## src/rtl/risc_v_pkg.sv

```systemverilog
// rtl/risc_v_pkg.sv - shared fetch-path types and constants
package risc_v_pkg;

    typedef enum logic {
        FS_RUN,
        FS_DISCARD
    } fetch_state_t;

    localparam int          INSTR_BYTES = 4;
    localparam logic [31:0] NOP_INSTR   = 32'h0000_0013;

endpackage

```

## src/rtl/fetch_queue.sv

```systemverilog
// rtl/fetch_queue.sv - small synchronous FIFO of {pc, instr} with flush priority
module fetch_queue
    import risc_v_pkg::*;
#(
    parameter int DATA_WIDTH  = 32,
    parameter int QUEUE_DEPTH = 2,
    localparam int AW = $clog2(QUEUE_DEPTH),
    localparam int CW = AW + 1
) (
    input  logic                  clk_i,
    input  logic                  rst_i,
    input  logic                  push_i,
    input  logic                  pop_i,
    input  logic                  flush_i,
    input  logic [DATA_WIDTH-1:0] push_pc_i,
    input  logic [DATA_WIDTH-1:0] push_instr_i,
    output logic [CW-1:0]         count_o,
    output logic [DATA_WIDTH-1:0] head_pc_o,
    output logic [DATA_WIDTH-1:0] head_instr_o
);

    logic [DATA_WIDTH-1:0] pc_mem_q    [QUEUE_DEPTH];
    logic [DATA_WIDTH-1:0] instr_mem_q [QUEUE_DEPTH];
    logic [AW-1:0]         rd_ptr_q;
    logic [AW-1:0]         wr_ptr_q;
    logic [CW-1:0]         count_q;

    always_ff @(posedge clk_i) begin
        if (rst_i || flush_i) begin
            rd_ptr_q <= '0;
            wr_ptr_q <= '0;
            count_q  <= '0;
        end else begin
            if (push_i) wr_ptr_q <= wr_ptr_q + 1'b1;
            if (pop_i)  rd_ptr_q <= rd_ptr_q + 1'b1;
            count_q <= count_q + CW'(push_i) - CW'(pop_i);
        end
    end

    // Storage needs no reset; occupancy alone decides what is valid.
    always_ff @(posedge clk_i) begin
        if (push_i && !flush_i && !rst_i) begin
            pc_mem_q[wr_ptr_q]    <= push_pc_i;
            instr_mem_q[wr_ptr_q] <= push_instr_i;
        end
    end

    assign count_o      = count_q;
    assign head_pc_o    = pc_mem_q[rd_ptr_q];
    assign head_instr_o = instr_mem_q[rd_ptr_q];

endmodule

```

## src/rtl/fetch_unit.sv

```systemverilog
// rtl/fetch_unit.sv - sequential instruction fetch with redirect and in-flight discard
module fetch_unit
    import risc_v_pkg::*;
#(
    parameter int                  DATA_WIDTH  = 32,
    parameter logic [DATA_WIDTH-1:0] RESET_PC  = 32'h0000_0000,
    parameter int                  QUEUE_DEPTH = 2
) (
    input  logic                  CLK,
    input  logic                  RST,
    input  logic                  Redirect,
    input  logic [DATA_WIDTH-1:0] RedirectPC,
    output logic                  MemReq,
    output logic [DATA_WIDTH-1:0] MemAddr,
    input  logic                  MemAck,
    input  logic [DATA_WIDTH-1:0] MemRData,
    output logic                  InstrValid,
    output logic [DATA_WIDTH-1:0] Instr,
    output logic [DATA_WIDTH-1:0] InstrPC,
    input  logic                  InstrReady
);

    localparam int CW = $clog2(QUEUE_DEPTH) + 1;

    fetch_state_t          state_q, state_d;
    logic [DATA_WIDTH-1:0] pcf_q, pcf_d;
    logic [DATA_WIDTH-1:0] pend_pc_q, pend_pc_d;
    logic                  req_q, req_d;

    logic                  ack, pop;
    logic                  q_push, q_pop, q_flush;
    logic [CW-1:0]         q_count, count_n;
    logic [DATA_WIDTH-1:0] head_pc, head_instr;
    logic [DATA_WIDTH-1:0] redir_pc;

    assign redir_pc = RedirectPC & ~DATA_WIDTH'(3);
    assign ack      = req_q & MemAck;
    assign pop      = InstrValid & InstrReady;

    always_ff @(posedge CLK) begin
        if (RST) begin
            state_q   <= FS_RUN;
            pcf_q     <= RESET_PC;
            pend_pc_q <= '0;
            req_q     <= 1'b0;
        end else begin
            state_q   <= state_d;
            pcf_q     <= pcf_d;
            pend_pc_q <= pend_pc_d;
            req_q     <= req_d;
        end
    end

    always_comb begin
        state_d   = state_q;
        pcf_d     = pcf_q;
        pend_pc_d = pend_pc_q;
        req_d     = req_q;
        q_push    = 1'b0;
        q_pop     = 1'b0;
        q_flush   = 1'b0;
        count_n   = q_count + CW'(ack) - CW'(pop);
        case (state_q)
            FS_RUN: begin
                if (Redirect) begin
                    q_flush = 1'b1;
                    // A request that has not been acked cannot be withdrawn; let it land and drop it.
                    if (req_q && !MemAck) begin
                        state_d   = FS_DISCARD;
                        pend_pc_d = redir_pc;
                    end else begin
                        pcf_d = redir_pc;
                        req_d = 1'b1;
                    end
                end else begin
                    q_push = ack;
                    q_pop  = pop;
                    if (ack) pcf_d = pcf_q + DATA_WIDTH'(INSTR_BYTES);
                    req_d = (count_n < CW'(QUEUE_DEPTH));
                end
            end
            FS_DISCARD: begin
                q_flush = 1'b1;
                if (Redirect) pend_pc_d = redir_pc;
                if (ack) begin
                    pcf_d   = Redirect ? redir_pc : pend_pc_q;
                    state_d = FS_RUN;
                    req_d   = 1'b1;
                end
            end
            default: state_d = FS_RUN;
        endcase
    end

    fetch_queue #(
        .DATA_WIDTH (DATA_WIDTH),
        .QUEUE_DEPTH(QUEUE_DEPTH)
    ) u_queue (
        .clk_i       (CLK),
        .rst_i       (RST),
        .push_i      (q_push),
        .pop_i       (q_pop),
        .flush_i     (q_flush),
        .push_pc_i   (pcf_q),
        .push_instr_i(MemRData),
        .count_o     (q_count),
        .head_pc_o   (head_pc),
        .head_instr_o(head_instr)
    );

    assign MemReq     = req_q;
    assign MemAddr    = pcf_q;
    assign InstrValid = (q_count != '0);
    assign Instr      = InstrValid ? head_instr : DATA_WIDTH'(NOP_INSTR);
    assign InstrPC    = head_pc;

endmodule

```

## config.mk

```make
export PLATFORM = sky130hd
export DESIGN_NAME = fetch_unit
export DESIGN_NICKNAME = d
export VERILOG_FILES = /design/src/rtl/risc_v_pkg.sv /design/src/rtl/fetch_queue.sv /design/src/rtl/fetch_unit.sv
export SDC_FILE = /design/constraint.sdc
export NUM_CORES = 1
export LEC_CHECK = 0
export CAP_MARGIN = 5
export CORE_ASPECT_RATIO = 0.8
export CORE_UTILIZATION = 40
export DETAILED_ROUTE_END_ITERATION = 8
export GPL_TIMING_DRIVEN = 0
export PLACE_DENSITY = 0.7
export SLEW_MARGIN = 40
export SYNTH_ARGS = -nofsm -noshare
export SYNTH_HDL_FRONTEND = slang
export SYNTH_HIERARCHICAL = 1
export SYNTH_SLANG_ARGS = --single-unit
```

## constraint.sdc

```tcl
create_clock -name CLK -period 11.3 [get_ports CLK]
set_clock_uncertainty 0.2 [all_clocks]
set_input_delay 1.13 -clock CLK [delete_from_list [all_inputs] [get_ports CLK]]
set_output_delay 1.13 -clock CLK [all_outputs]
set_load 0.005 [all_outputs]
```

==> results.toml <==
[outcome]
status = "completed"

[setup_path]
worst-setup-path-type = "input pin to register"
critPathCaptureType = "register"
max_stage_delay_ns = 0.41
worstPathCellList = "clkbuf_1 > nor2_2 > inv_1 > clkbuf_1 > clkbuf_1 > nor2_1 > nor4b_2 > buf_2 > buf_2 > buf_2 > buf_2 > buf_2"
worstPathArrival_ns = 4.34
required_ns = 11.25
cp_common_cell = "buf_2"
slowest_stage = "clkbuf_1"
crit_fanout = 15
crit_path_start_kind = "input pin"

[sta]
finalHoldViolCount = 0
max_slew.worst_pin.slew_ns = 0.792
maxSlewViolCount = 0
whs_ns = 0.256
final.min_clock_period_ns = 4.39
fin_crit_sh_pct = 38.8
relSlewSlack_pct = 46.7
finalWorstSetupSlack_ns = 6.91
rsz0062_at_grt = "false"
setup_viol = 0
timing.fmax_mhz = 228

[clocking]
clock_latency_ns = 0.44
cts_max_path_buffers = 2
ctsHtreeMaxLevel = 4
cts_resized = 0
clock_sinks = 199
path_clk_slew_ns = 0.07
postCtsSetupBuffers = 0
cts_root_buffer = "clkbuf_16"
cts_hold_buffers = 0
cts_tree = "yes"
cts_buffers = 17

[global_routing]
grtUsageMet3_pct = 5.27
grt_remaining_overflow = 0
use_met2_pct = 30.1
gr-usage-all-layers_pct = 20.3
grt_pass1_wl_um = 35200
grt_pass1_vias = 6203
antenna_found_initial = 0
grt_max_degree = 24
met1_usage_pct = 29.1
busiest_layer = "met2"

[drt]
drc = 0
drt.antenna.violating_nets = 0
drtPass1Iterations = 5
avgRoutedWirePerCell_um = 18.2
first_iter_violations = 851
vias = 6782
vias_per_cell = 5.34
routed_wl_um = 23000

[logic_synthesis]
synth-seq-cells = 199
ys_types = 59
synthArstFlopShare_pct = 0
synth-xor-area-share_pct = 0.738
syn_nets = 830
synth_top_family_by_area = "simple AND/OR/NAND/NOR gates"
synth_edf_count = 128
synth-seq-area-share_pct = 58.6
synth_compound_area_share_pct = 10.0
yosysWarnings = 6
synthSimpleGateAreaFrac_pct = 15.0
synthCells = 757
syn_area_per_cell_um2 = 11.9
syn_area_um2 = 8980
synth.area.mux_share_pct = 11.4
synth-adder-area-share_pct = 0.557
synth-main-ff-cell = "edfxtp_1"

[place]
preCtsSetupSlack_ns = 6.45
routabilityCongestion = 0.887
portBuffers = 163
dp_hpwl_um = 16600

[pwr]
cellLeakagePower_uw = 0.00397
irDropWorstVdd_mv = 0.0914
total_power_uw = 1590
power_density_nw_per_um2 = 135

[die]
die_y_um = 136
start_util_pct = 41.2
core_um2 = 21800
die_w_um = 170
ioPinCount = 167
placementRows = 48
dieArea_um2 = 23100

[finish]
synthToLayoutAreaGrowth_pct = 30.6
nets = 1029
antenna_cells = 0
drive_gt1_share_pct = 13.8
fin_util_pct = 53.8

[flow_run]
cap_violations = 0

[hold_path]
hold_path_class = "register to register"
power breakdown:
| group | switching, uW | internal, uW | leakage (uW) |
|---|---|---|---|
| clock | 283 | 332 | 0.000285 |
| sequential | 27.3 | 793 | 0.00175 |
| combinational | 78.8 | 72.6 | 0.00194 |
| total | 389 | 1200 | 0.00397 |
worst max-delay path, delay by kind of cell:
kind / cells / cell delay, ns
simple gates: 3 / 1.18
buf+inv: 9 / 2.02
layout make-up:
class	count	area, um2
fill	1888	10100
sequential	199	5270
multi-input combinational	497	3400
timing repair buffer	180	1760
clock buffer	17	425
tap	300	375
buffer	47	283
clock inverter	15	165
inverter	14	52.6
cell usage after synthesis (all sizes together), types with 8 or more instances:
master,number,share of area [%]
a21oi,56,3.1
and2,33,2.3
buf,13,1.7
clkbuf,34,1.4
dfxtp,71,16
edfxtp,128,43
inv,12,0.50
mux2,68,11
nand2,110,4.6
nand2b,9,0.63
nand3,17,0.95
nand4,16,1.2
nor2,31,1.3
nor3,10,0.56
nor4,12,0.91
o211ai,10,0.84
o21ai,38,2.2
or4,8,0.71
registers in the layout, summed over array words and instances (netlist names), named ones only:
name                 flops
MemReq                   1
u_queue/wr_ptr_q         1
pend_pc_q               32
state_q                  1
u_queue/count_o          2
MemAddr                 32
u_queue/rd_ptr_q         1
u_queue/pc_mem_q        64
u_queue/instr_mem_q     64
logic make-up after synthesis:
| family | after synthesis |
|---|---|
| adder cells (fa/ha/maj) | 4 |
| XOR/XNOR | 6 |
| flip-flops | 199 |
| AND/OR/NAND/NOR | 269 |
| multiplexers | 71 |
| buffers and inverters | 61 |
| AO/OA/AOI/OAI | 147 |
layer usage:
metal	vias up	share of wire, %	wire length, um
met4	0	1.6	374
met2	380	43	9950
met5	-	0	0
li1	3202	-	-
met1	3172	45	10400
met3	28	10	2340
placed cells by master, fill, tap and decap left out, drive strengths merged, types with 8 or more instances in the layout:
cell type      synthesis  layout
a21oi                 56      56
and2                  33      33
buf                   13      30
clkbuf                34      51
clkdlybuf4s50          0     163
dfxtp                 71      71
edfxtp               128     128
inv                   12      19
mux2                  68      68
nand2                110     110
nand2b                 9       9
nand3                 17      17
nand4                 16      16
nor2                  31      31
nor3                  10      10
nor4                  12      12
o211ai                10      10
o21ai                 38      38
or4                    8       8
through the flow:
| stage | cells | setup TNS [ns] | area (um2) |
|---|---|---|---|
| 6_report | 1269 | 0 | 11700 |
| 5_1_grt | 1269 | 0 | 11700 |
| 4_1_cts | 1269 | 0 | 11700 |
| 3_5_place_dp | 1237 | 0 | 11100 |
| 3_3_place_gp | 1220 | -197.28 | 11000 |
| 2_1_floorplan | 757 | 0 | 8980 |
worst paths after layout:
kind / start / end / slack, ns / cells past startpoint
max: Redirect / u_queue/pc_mem_q[0][17] / 6.91 / 12
min: pend_pc_q[20] / pend_pc_q[20] / 0.26 / 2
max reg2reg: state_q / u_queue/pc_mem_q[0][17] / 7.51 / 11
min reg2reg: pend_pc_q[20] / pend_pc_q[20] / 0.26 / 2
Note: power is estimated with default switching activity, not from simulation.
==> RTL edit (config.mk and constraints unchanged) <==
`QUEUE_DEPTH` is set to 2 in 2 places; all go to 4.
--- a/src/rtl/fetch_queue.sv
+++ b/src/rtl/fetch_queue.sv
@@ -4,5 +4,5 @@
 #(
     parameter int DATA_WIDTH  = 32,
-    parameter int QUEUE_DEPTH = 2,
+    parameter int QUEUE_DEPTH = 4,
     localparam int AW = $clog2(QUEUE_DEPTH),
     localparam int CW = AW + 1
--- a/src/rtl/fetch_unit.sv
+++ b/src/rtl/fetch_unit.sv
@@ -5,5 +5,5 @@
     parameter int                  DATA_WIDTH  = 32,
     parameter logic [DATA_WIDTH-1:0] RESET_PC  = 32'h0000_0000,
-    parameter int                  QUEUE_DEPTH = 2
+    parameter int                  QUEUE_DEPTH = 4
 ) (
     input  logic                  CLK,
Function: changed (Yosys sat finds a counterexample within 4 cycles, from zero or initial values and one cycle with RST high).
==> RTL edit against the unedited design <==
- worst setup slack improved by 0.064 ns
- synthesized area increased by 50%
- critical path depth decreased by 3
- die area increased by 50%
- count of clock-buffer cells in the layout increased by 29
- combinational power increased by 5%
- final area increased by 45%
- wire length increased by 45%
- total power increased by 69%
- first-iteration DRC count decreased by 24%
- largest power group unchanged
- sequential cell count increased by 132
- register-to-register slack improved by 0.14 ns
- global-route usage decreased by 0.86 points
==> RTL edit: results (changes against the unedited design) <==
outcome:
  result_of_the_run: "finished, final reports clean"
layout:
  clockBufferCount: 46  # +29
  nonClockInverterCount: 24  # +10
  non_clock_buffers_area_share_pct: 12.4  # -5.0 points
  non_clock_buffer_count: 224  # -1.3%
  largestRegisters: "u_queue/instr_mem_q: 128 flops, u_queue/pc_mem_q: 128 flops"
  multi_input_area_share_pct: 23.2  # -5.9 points
  clk_share_pct: 6.83  # +1.8 points
  nMultiInputCombCells: 491  # -1.2%
  layout.cell_area.non_filler_um2: 17000  # +45%
  final_cells: 1560  # +23%
critical_path:
  critical-path-slowest-cell: "clkdlybuf4s50_1"
  ff2ff_path_depth: 9  # -2
  critical_path.max_fanout: 26  # +11
  critical_path_arrival_ns: 4.31  # -0.03 ns
min_path:
  min_from: "pend_pc_q[26]"
synthesis:
  synth_cell_type_count: 67  # +14%
  post_synth_adder_cell_area_pct: 0.981  # +0.42 points
  seq_cells_post_synth: 331  # +66%
  post_synth_main_area_contributors: "edfxtp_1 57%, dfxtp_1 11%, mux4_2 10%, nand2_1 3.0%, a21oi_1 2.3%"
  seq_area_frac_synth_pct: 68.0  # +9.4 points
  post_synth_mux_area_share_pct: 11.2  # -0.21 points
  synth-edff-count: 256  # +100%
  post_synth_xor_xnor_area_pct: 0.500  # -0.24 points
  synth_top_cells_by_count: "256 x edfxtp_1, 109 x nand2_1, 75 x dfxtp_1"
  number_of_standard_cells_after_synthesis: 898  # +19%
  synthesis.nets: 977  # +18%
  synth_compound_area_share_pct: 7.42  # -2.6 points
drt:
  route.layer.met1.wl_mm: 15.4  # +49%
  met2WireLength_mm: 14.7  # +48%
  post_drt_via_cell_ratio: 5.51  # +3.1%
  dr_wl_met3_mm: 2.53  # +8.3%
  dr.first_iter.drc_count: 649  # -24%
  detail_route.wl_per_cell_um: 21.4  # +18%
placement:
  placement.cell_area_um2: 15900  # +43%
  place.detailed.instances: 1497  # +21%
  buffer_ports.inserted: 164  # +0.61%
  dp_hpwl_mm: 22.6  # +36%
  place_congestion: 0.923  # +4.1%
  dpl_worst_slack_ns: 6.25  # -0.199 ns
clock_tree:
  clock_latency_ns: 0.52  # +0.08 ns
  cts_htree_levels: 2  # -2
pwr:
  power.switching_uw: 572  # +47%
  leakagePower_uw: 0.00551  # +39%
  vdd.ir_drop.worst_uv: 83.3  # -8.9%
  comb-power_uw: 159  # +5%
  pwr.group.clock_uw: 1160  # +89%
  p_clk_share_pct: 43.2  # +4.4 points
global_route:
  grt_first_pass_wirelength_mm: 51.5  # +46%
  grt_max_degree: 32  # +33%
timing:
  slew_headroom_pct: 50.2  # +3.5 points
RTL edit: metal layers:
| layer | track usage [%] | vias to the layer above |
|---|---|---|
| met5 | 0 | - |
| li1 | - | 3891 |
| met1 | 28.6 | 4284 |
| met4 | 5.87 | 0 |
| met2 | 29.2 | 357 |
| met3 | 3.71 | 63 |
RTL edit: path summary, 6_finish.rpt:
path	end	slack, ns
worst min-delay path	pend_pc_q[26]	0.25
worst max register to register	u_queue/instr_mem_q[0][20]	7.65
worst max-delay path	u_queue/instr_mem_q[0][20]	6.98
worst min register to register	pend_pc_q[26]	0.25
RTL edit: kinds of logic after synthesis:
group | after synthesis
compound gates | 158
xor+xnor | 6
fa+ha+maj | 10
buf+inv | 76
flops | 331
mux | 69
simple gates | 248
RTL edit: worst reg2reg max path: stages (launching register included):
cell and delay (ns):
dfxtp_1 0.30, clkbuf_1 0.17, nor2_2 0.47, inv_1 0.12, clkbuf_1 0.31, buf_1 0.38, nor2_1 0.40, and3_4 0.47
buf_12 0.26, buf_12 0.22
